[config.mk]
export PLATFORM = sky130hd
export DESIGN_NAME = rv32i_fetch_stage
export DESIGN_NICKNAME = d
export VERILOG_FILES = /design/src/rtl/rv32i_fetch_stage.sv
export SDC_FILE = /design/constraint.sdc
export NUM_CORES = 1
export LEC_CHECK = 0
export CAP_MARGIN = 20
export CORE_MARGIN = 2
export CORE_UTILIZATION = 48
export DETAILED_ROUTE_END_ITERATION = 6
export PLACE_DENSITY = 0.94
export SLEW_MARGIN = 25
export SYNTH_ARGS = -nofsm -noshare
export SYNTH_HDL_FRONTEND = slang
export SYNTH_SLANG_ARGS = --single-unit
[constraint.sdc]
create_clock -name clk_i -period 3.4 [get_ports clk_i]
set_input_delay 0.51 -clock clk_i [delete_from_list [all_inputs] [get_ports clk_i]]
set_output_delay 0.51 -clock clk_i [all_outputs]
set_load 0.01 [all_outputs]
[src/rtl/rv32i_fetch_stage.sv]
`default_nettype none
// ============================================================================
// Module   : rv32i_fetch_stage
// Purpose  : RV32I instruction fetch with one outstanding request, redirect
//            kill, stall buffering and NOP bubble insertion into decode.
// Revision : 1.0 - initial release
// ============================================================================
module rv32i_fetch_stage #(
    parameter logic [31:0] RESET_PC  = 32'h0000_0000,
    parameter logic [31:0] NOP_INSTR = 32'h0000_0013
) (
    input  logic        clk_i,
    input  logic        reset_i,
    input  logic        stall_i,
    input  logic        fetch_nop_i,
    input  logic [2:0]  pc_next_sel_i,
    input  logic [31:0] branch_target_i,
    input  logic [31:0] jal_target_i,
    input  logic [31:0] jalr_target_i,
    output logic        imem_req_o,
    output logic [31:0] imem_addr_o,
    input  logic        imem_gnt_i,
    input  logic        imem_rvalid_i,
    input  logic [31:0] imem_rdata_i,
    output logic [31:0] instruction_o,
    output logic [31:0] pc_dec_o,
    output logic        valid_dec_o
);

    typedef enum logic [0:0] {
        ST_ISSUE = 1'b0,
        ST_WAIT  = 1'b1
    } state_t;

    state_t      state_q, state_d;
    logic [31:0] pc_q, pc_d;
    logic        kill_q, kill_d;
    logic        buf_valid_q, buf_valid_d;
    logic [31:0] buf_data_q, buf_data_d;
    logic [31:0] instr_q, instr_d;
    logic [31:0] pc_dec_q, pc_dec_d;
    logic        valid_dec_q, valid_dec_d;

    logic        w_redirect;
    logic [31:0] w_target;
    logic        w_req;
    logic        w_accept;
    logic        w_resp;
    logic        w_resp_live;
    logic        w_avail;
    logic [31:0] w_avail_data;
    logic        w_consume;

    always_comb begin
        w_redirect = 1'b0;
        w_target   = pc_q;
        case (pc_next_sel_i)
            3'd1: begin w_redirect = 1'b1; w_target = branch_target_i; end
            3'd2: begin w_redirect = 1'b1; w_target = jal_target_i;    end
            3'd3: begin w_redirect = 1'b1; w_target = jalr_target_i;   end
            default: begin w_redirect = 1'b0; w_target = pc_q; end
        endcase

        // A buffered word must be consumed before pc_q advances, so no new
        // request may go out while the buffer is occupied.
        w_req        = (state_q == ST_ISSUE) && !stall_i && !buf_valid_q && !reset_i;
        w_accept     = w_req && imem_gnt_i;
        w_resp       = (state_q == ST_WAIT) && imem_rvalid_i;
        w_resp_live  = w_resp && !kill_q;
        w_avail      = w_resp_live || buf_valid_q;
        w_avail_data = buf_valid_q ? buf_data_q : imem_rdata_i;
        w_consume    = !w_redirect && !stall_i && w_avail;
    end

    always_comb begin
        state_d     = state_q;
        pc_d        = pc_q;
        kill_d      = kill_q;
        buf_valid_d = buf_valid_q;
        buf_data_d  = buf_data_q;
        instr_d     = instr_q;
        pc_dec_d    = pc_dec_q;
        valid_dec_d = valid_dec_q;

        case (state_q)
            ST_ISSUE: if (w_accept) state_d = ST_WAIT;
            ST_WAIT:  if (imem_rvalid_i) state_d = ST_ISSUE;
            default:  state_d = ST_ISSUE;
        endcase

        // A redirect orphans any request still in flight, including one
        // granted on this very edge at the old PC.
        if (w_redirect) begin
            kill_d = ((state_q == ST_WAIT) && !imem_rvalid_i) || w_accept;
        end else if (w_resp) begin
            kill_d = 1'b0;
        end

        if (w_redirect) begin
            pc_d = w_target;
        end else if (w_consume) begin
            pc_d = pc_q + 32'd4;
        end

        if (w_redirect) begin
            buf_valid_d = 1'b0;
        end else if (stall_i && w_resp_live) begin
            buf_valid_d = 1'b1;
            buf_data_d  = imem_rdata_i;
        end else if (!stall_i) begin
            buf_valid_d = 1'b0;
        end

        if (w_redirect) begin
            instr_d     = NOP_INSTR;
            valid_dec_d = 1'b0;
        end else if (stall_i) begin
            instr_d     = instr_q;
            valid_dec_d = valid_dec_q;
        end else if (w_consume) begin
            pc_dec_d = pc_q;
            if (fetch_nop_i) begin
                instr_d     = NOP_INSTR;
                valid_dec_d = 1'b0;
            end else begin
                instr_d     = w_avail_data;
                valid_dec_d = 1'b1;
            end
        end else begin
            instr_d     = NOP_INSTR;
            valid_dec_d = 1'b0;
        end
    end

    always_ff @(posedge clk_i) begin
        if (reset_i) begin
            state_q     <= ST_ISSUE;
            pc_q        <= RESET_PC;
            kill_q      <= 1'b0;
            buf_valid_q <= 1'b0;
            buf_data_q  <= NOP_INSTR;
            instr_q     <= NOP_INSTR;
            pc_dec_q    <= RESET_PC;
            valid_dec_q <= 1'b0;
        end else begin
            state_q     <= state_d;
            pc_q        <= pc_d;
            kill_q      <= kill_d;
            buf_valid_q <= buf_valid_d;
            buf_data_q  <= buf_data_d;
            instr_q     <= instr_d;
            pc_dec_q    <= pc_dec_d;
            valid_dec_q <= valid_dec_d;
        end
    end

    assign imem_req_o    = w_req;
    assign imem_addr_o   = pc_q;
    assign instruction_o = instr_q;
    assign pc_dec_o      = pc_dec_q;
    assign valid_dec_o   = valid_dec_q;

endmodule
`default_nettype wire

# --- Word level (Yosys, flattened, before mapping) ---
# Cells that the tools add are included.
word_totals:
  reg_bits: 132
  input_bits: 137
op_classes:
  reduce_logical: 25
  add_sub_neg: 1
  n_eq_ne: 5
  bitwise_logic: 3
  muxes: 16
op_table:
  columns: ["cell", "n"]
  rows:
  - ["32-bit 2-to-1 mux", 5]
  - ["32-bit case mux with 3 select lines", 1]
  - ["32-bit by 3-bit adder with 32-bit output (second input constant)", 1]
  - ["1-bit logical AND", 10]
  - ["1-bit 2-to-1 mux", 9]
  - ["3-bit by 2-bit equality test with 1-bit output (second input constant)", 2]
  - ["1-bit zero test", 6]
  - ["4-bit by 1-bit inequality test with 1-bit output (second input constant)", 1]
  - ["2-bit AND reduction", 2]
  - ["2-bit nonzero test", 2]
  - ["3-bit by 1-bit equality test with 1-bit output (second input constant)", 1]
  - ["1-bit NOT", 3]
  - ["3-bit AND reduction", 1]
  - ["3-bit OR reduction", 1]
  - ["1-bit logical OR", 2]
  - ["2-bit by 1-bit inequality test with 1-bit output (second input constant)", 1]
  - ["1-bit case mux with 2 select lines", 1]
  - ["2-bit OR reduction", 1]

# --- Logic depth before layout (Yosys ltp) ---
# Gate-level depths: netlist of run 1.
logic_depth:
  ltp_word: 8
  ltp_mapped: 8
  mapped_depth_nobuf: 6

# --- Worst setup path after synthesis of run 1 ---
# No wires, ideal clock.
synth_path:
  path_kind: "reg2reg"
  from: "reg pc_q[2], in the netlist imem_addr_o[2]"
  to: "reg pc_q[16], in the netlist imem_addr_o[16]"
  arrival_ps: 1786
  setup_ps: 95
  path_slack_ps: 1519
  stages_incl_launch_ff: 8
  synth_period_minus_slack_ps: 1881
  cell_sequence: "dfxtp_1 -> ha_1 -> nand3_1 -> nor4_4 -> buf_6 -> nand4_1 -> xor2_1 -> a221oi_1"
synth_via:
  elab_chain_len: 3
synth_rtl:
  columns: ["element", "line", "rtl"]
  rows:
  - ["start: declaration", "36", "logic [31:0] pc_q, pc_d;"]
  - ["start signal: assignment", "147", "pc_q <= pc_d;"]
  - ["32-bit by 3-bit adder with 32-bit output", "102", "pc_d = pc_q + 32'd4;"]
  - ["32-bit 2-to-1 mux", "101", "end else if (w_consume) begin"]
  - ["32-bit 2-to-1 mux", "99", "if (w_redirect) begin"]
# No other way between the ends. The select of a mux whose other input is x is not followed.
# A chain may end at the register's enable or synchronous reset.

# --- Final worst setup path of run 1 ---
layout_path:
  from: "in stall_i"
  to: "out imem_req_o"
layout_via:
  elab_chain_len: 4
layout_rtl:
  columns: ["element", "line", "rtl"]
  rows:
  - ["start: declaration", "14", "input logic stall_i,"]
  - ["1-bit zero test", null, null]
  - ["1-bit logical AND (3 in series)", "66", "w_req = (state_q == ST_ISSUE) && !stall_i && !buf_valid_q && !reset_i;"]
  - ["end: declaration", "20", "output logic imem_req_o,"]
# No other way between the ends.

==> metrics.cfg, run 1 <==
[worst_setup_path]
cpPeakStageDelay_ps=620
r2r_slack_ps=1080
worstSetupEndpointType=primary output
r2r_end=imem_addr_o[22]
crit_chain=clkdlybuf4s50_1 > nor4_1 > clkdlybuf4s50_1
startpoint_type=input port
worstPathArrival_ps=2180
critPathRequiredTime_ps=2890
cpMostUsedCell=clkdlybuf4s50_1
reg2regPathDepth=7
reg2reg_from=imem_addr_o[2]
crit_type=in -> out
cp_slowest_cell=clkdlybuf4s50_1
critPathMaxFanout=9

[yosys]
netlist.area_leader.share_pct=41.5
synth_simple_gate_area_share_pct=22.4
netlist_top_cells_area=dfxtp_1 (42%), nand2_1 (12%), mux2i_1 (8.8%), a21oi_1 (6.3%), o21ai_0 (3.5%)
synth.net_count=917
synthTopCellsByCount=nand2_1 (196), dfxtp_1 (132), a21oi_1 (80)
synth_edf_count=0
synth_ff_type=dfxtp_1
yosysWarnings=0
synth_cell_types=63
synth_mux_area_share_pct=10.7
synth_fa_ha_area_share_pct=0.197
ys_ff_latch=132
synth_top_family_by_area=simple AND/OR/NAND/NOR gates
synth_top_area_cell=dfxtp_1
avgSynthCellArea_um2=8.17
synth_compound_area_share_pct=18.9
syn_inst=779
yosysMostFrequentCell=nand2_1
async_flop_share_pct=0
synth_xor_area_share_pct=1.79
syn_area_mm2=0.00637
seq_area_frac_synth_pct=41.5

[clock_tree]
hold_buffers=0
h-tree-depth=4
cts_sinks=132
cts_tree=built
clkTransAtPathRegs_ps=60
root_buffer=clkbuf_16
ctsResizeCount=0
cts_max_path_buffers=2
cts_setup_buffers=0
clk_latency_ps=420
numCtsBuffers=17

[hold_path]
hold_path_end=instruction_o[2]
hold_class=reg -> reg
worstHoldStart=instruction_o[2]
worstHoldPathCells=2

[power]
combPwrFrac_pct=13.4
powerDensity_mw_per_mm2=420
p_sw_mw=1.00
clkPwrFrac_pct=44.1
power_mw=3.93
seqPwrFrac_pct=42.5
p_leak_nw=3.29
irDropWorstVdd_v=0.000320
p_int_mw=2.93
sw_frac_of_total_pct=25.4

[sta]
whs_ps=452
setup_violations=0
slew_violations=0
finClkSkew_ps=9.21
slew_headroom_pct=40.2
max_freq_ghz=0.371
fin_ws_ps=706
fin_setup_tns_ps=0
period_minus_slack_ps=2690
finalHoldViolations=0
tightest_slew_ps=896
period_share_pct=79.2
rsz0062_at_grt=no

[layout]
nets=1125
drive_above_1_share_pct=7.21
finalInstanceArea_mm2=0.00935
area_growth_pct=46.8
diodes=0
fin_util_pct=71.4
fin_cells=1174

[die]
dieArea_mm2=0.0142
die_w_um=119
core_mm2=0.0131
ios=235
start_util_pct=48.7
die_h_um=119
fp-row-count=42

[drt]
drtIter0Drc=606
drc=0
ant_nets=0
finalWirelength_mm=20.5
wl_per_cell_um=17.5
vias=6691
firstDrtPassIters=7
vias_per_cell=5.70

[placed_design]
port-buffer-count=234
placed_cell_area_mm2=0.00879
placed_cells=1144
dp_hpwl_mm=14.4
dpl_worst_slack_ps=614
place_congestion=0.873

[global_route]
grt_pass1_vias=6549
grt_max_degree=68
antenna_found_initial=0
gr-usage-all-layers_pct=28.7
grt_first_pass_wirelength_mm=32.3
overflow=0

[outcome]
run_status=completed

[flow_run]
drv_cap=0

==> layout make-up <==
class | instances | area, um^2
Timing Repair Buffer | 250 | 2450
Fill cell | 948 | 3740
Clock buffer | 19 | 453
Tap cell | 176 | 220
Clock inverter | 11 | 106
Multi-Input combinational cell | 579 | 3440
Sequential cell | 132 | 2640
Inverter | 7 | 26.3
==> cells by family after synthesis <==
| group | after synthesis |
|---|---|
| AND/OR/NAND/NOR | 303 |
| AO/OA/AOI/OAI | 195 |
| flip-flops | 132 |
| buffers and inverters | 68 |
| multiplexers | 67 |
| XOR/XNOR | 13 |
| adder cells (fa/ha/maj) | 1 |
==> worst max path at each step <==
stage | from | end | slack, ps | cells after the start
global placement | imem_rvalid_i | imem_addr_o[30] | 700 | 6
floorplan | imem_addr_o[2] | imem_addr_o[16] | 1520 | 7
global route | stall_i | imem_req_o | 670 | 3
finish | stall_i | imem_req_o | 710 | 3
detailed placement | imem_rvalid_i | imem_addr_o[30] | 610 | 6
CTS | stall_i | imem_req_o | 690 | 3
==> cell usage in the layout (no fill, tap or decap), drive strengths merged, types with 5 or more instances in the layout <==
master         count
clkdlybuf4s50    232
nand2            196
dfxtp            132
a21oi             80
mux2i             56
o21ai             47
nor2              30
clkbuf            19
buf               18
nand3             17
mux2              11
a31oi             11
a221oi            11
o32ai             10
xnor2              8
inv                8
nand4              8
nor3               7
nor4               7
and3               6
clkinv             6
nand2b             5
and4               5
or4                5
xor2               5
==> power groups by stage <==
stage,clock [mW],sequential [mW],combinational (mW)
final,1.73,1.67,0.528
after floorplan,0,1.69,0.211
after global placement,0,1.70,0.514
after CTS,1.75,1.67,0.528
after detailed placement,0,1.70,0.523
after global routing,1.82,1.67,0.572
==> sequential cells by signal, indices dropped and copies added (netlist names) <==
register,count
buf_data_q,32
buf_valid_q,1
imem_addr_o,32
instruction_o,32
kill_q,1
pc_dec_o,32
state_q,1
valid_dec_o,1
==> critical path: cells and delay by family <==
family / cells / cell delay (ps)
buf+inv: 2 / 1190
simple gates: 1 / 480
==> layer usage <==
metal	track usage, %	wire length, um	vias to the layer above
met4	11.0	515	0
met5	0	0	-
li1	-	-	3175
met2	50.3	10300	345
met1	32.4	7920	3123
met3	9.10	1780	48
(Power assumes the default switching activity.)
==> run 2, diff against run 1 <==
--- a/config.mk
+++ b/config.mk
@@ -7,9 +7,9 @@
 export LEC_CHECK = 0
 export CAP_MARGIN = 20
 export CORE_MARGIN = 2
-export CORE_UTILIZATION = 48
+export CORE_UTILIZATION = 45
 export DETAILED_ROUTE_END_ITERATION = 6
-export PLACE_DENSITY = 0.94
+export PLACE_DENSITY = 0.89
 export SLEW_MARGIN = 25
 export SYNTH_ARGS = -nofsm -noshare
 export SYNTH_HDL_FRONTEND = slang
==> constraint.sdc (replaced) <==
create_clock -name clk_i -period 2.5 [get_ports clk_i]
set_input_delay 0.375 -clock clk_i [delete_from_list [all_inputs] [get_ports clk_i]]
set_output_delay 0.375 -clock clk_i [all_outputs]
set_load 0.01 [all_outputs]
==> run 2 against run 1 <==
Global-route usage is 0.88 points lower. Setup slack worse by 490 ps. Register-to-register slack worse by 640 ps. Clock skew is 1.6 ps lower. Non-clock buffer count is 19 higher. Clock power is 46% higher. Total power is 41% higher. Critical path depth is 1 lower. Largest power group unchanged.
==> metrics.cfg, run 2 (synthesis gave the netlist of run 1 again) <==
[drt]
vias_per_cell=5.67
drtIter0Drc=525
wl_per_cell_um=17.6
drc=0
vias=6800
finalWirelength_mm=21.1
ant_nets=0
firstDrtPassIters=5

[worst_setup_path]
critPathRequiredTime_ps=2120
cpPeakStageDelay_ps=620
crit_type=reg -> out
critPathMaxFanout=14
worst_path_dominant_cell_family=buffers and inverters
crit_buf_inv=1
startpoint_type=flip-flop
worstSetupEndpointType=primary output
worstPathArrival_ps=1910
cp_slowest_cell=clkdlybuf4s50_1
crit_chain=nor4_1 > clkdlybuf4s50_1

[sta]
period_minus_slack_ps=2290
period_share_pct=91.4
slew_headroom_pct=54.7
tightest_slew_ps=679
finClkSkew_ps=7.64
setup_violations=0
fin_setup_tns_ps=0
finalHoldViolations=0
rsz0062_at_grt=no
slew_violations=0
max_freq_ghz=0.438

[layout]
diodes=0
multi_input_comb_area_mm2=0.00344
area_growth_pct=50.1
layout_common_cells=clkdlybuf4s50_1 (232), nand2_1 (196), dfxtp_1 (131)
n_fill_cell=1040
final_common_cell=clkdlybuf4s50_1
nets=1144
layout.area.seq_mm2=0.00264
drive_above_1_share_pct=9.03
finalInstanceArea_mm2=0.00956

[flow_run]
drv_cap=0

[die]
die_h_um=123
die_w_um=123
fp-row-count=43
ios=235
core_mm2=0.0138
dieArea_mm2=0.0151
start_util_pct=46.1

[placed_design]
dp_hpwl_mm=15.1
port-buffer-count=234
place_congestion=0.849
placed_cell_area_mm2=0.00896

[power]
irDropWorstVdd_v=0.000462
p_leak_nw=3.41
powerDensity_mw_per_mm2=581

[global_route]
grt_max_degree=48
antenna_found_initial=0
overflow=0
grt_pass1_vias=6416
gr-usage-all-layers_pct=27.8
grt_first_pass_wirelength_mm=32.4

[clock_tree]
cts_max_path_buffers=2
numCtsBuffers=17
clk_latency_ps=420
ctsResizeCount=0
clkTransAtPathRegs_ps=60
cts_sinks=132
cts_tree=built
hold_buffers=0
h-tree-depth=4
cts_setup_buffers=0
root_buffer=clkbuf_16

[outcome]
run_status=completed

[hold_path]
hold_class=in -> reg

## run 2: cell types whose count changed in the layout (fill, tap and decap cells not counted)
cell / before / now
clkinvlp_4: 3 / 2
clkinv_2: 2 / 1
bufinv_16: 1 / 2
inv_8: 0 / 1
clkbuf_1: 0 / 1
buf_4: 17 / 34
buf_12: 0 / 2
clkinv_4: 4 / 2
inv_6: 1 / 4
## run 2: worst register-to-register path, stage by stage (launching register included)
cell and delay, ps:
dfxtp_1 520, nand3_1 210, nor4_4 440, buf_4 230, nand3_1 130, mux2i_1 190
o311ai_0 180
## run 2: final timing paths
check	start	end	slack, ps	cells past startpoint
worst max-delay path	buf_valid_q	imem_req_o	210	2
worst min-delay path	reset_i	buf_data_q[12]	350	2
worst max register to register	imem_addr_o[9]	imem_addr_o[24]	440	6
worst min register to register	valid_dec_o	valid_dec_o	440	2
## run 2: layer usage
metal | routed length, um | vias up | GRT usage, %
met5 | 0 | - | 0
met4 | 512 | 0 | 10.7
met3 | 2000 | 48 | 8.12
met2 | 10300 | 353 | 47.3
met1 | 8300 | 3183 | 33.0
li1 | - | 3216 | -
## run 2: layout make-up
type	instances	area share [%]
multi-input combinational	579	36.0
sequential	132	27.7
timing repair buffer	269	27.4
clock buffer	20	4.78
tap	180	2.36
clock inverter	12	1.51
inverter	7	0.275
## run 2: through the flow
step                instances  hold slack [ps]  utilization, %  total power [mW]  worst slack [ps]
floorplan                 779              435               -              2.59               619
global placement         1167              431            64.8              3.05               211
detailed placement       1167              438            64.8              3.06               137
CTS                      1199              339            69.1              5.57               188
global route             1199              358            69.1              5.71               131
finish                   1199              349            69.1              5.55               215
## run 2: where the power goes
part           internal, mW  switching [mW]
registers              2.16          0.0956
logic                 0.432           0.337
clock network          1.54           0.987
==> run 3, diff against run 2 <==
--- a/config.mk
+++ b/config.mk
@@ -10,6 +10,7 @@
 export CORE_UTILIZATION = 45
 export DETAILED_ROUTE_END_ITERATION = 6
 export PLACE_DENSITY = 0.89
+export SKIP_CTS_REPAIR_TIMING = 1
 export SLEW_MARGIN = 25
 export SYNTH_ARGS = -nofsm -noshare
 export SYNTH_HDL_FRONTEND = slang
==> results of run 3 <==
No change in the layout: final DEF, timing and power equal those of run 2.
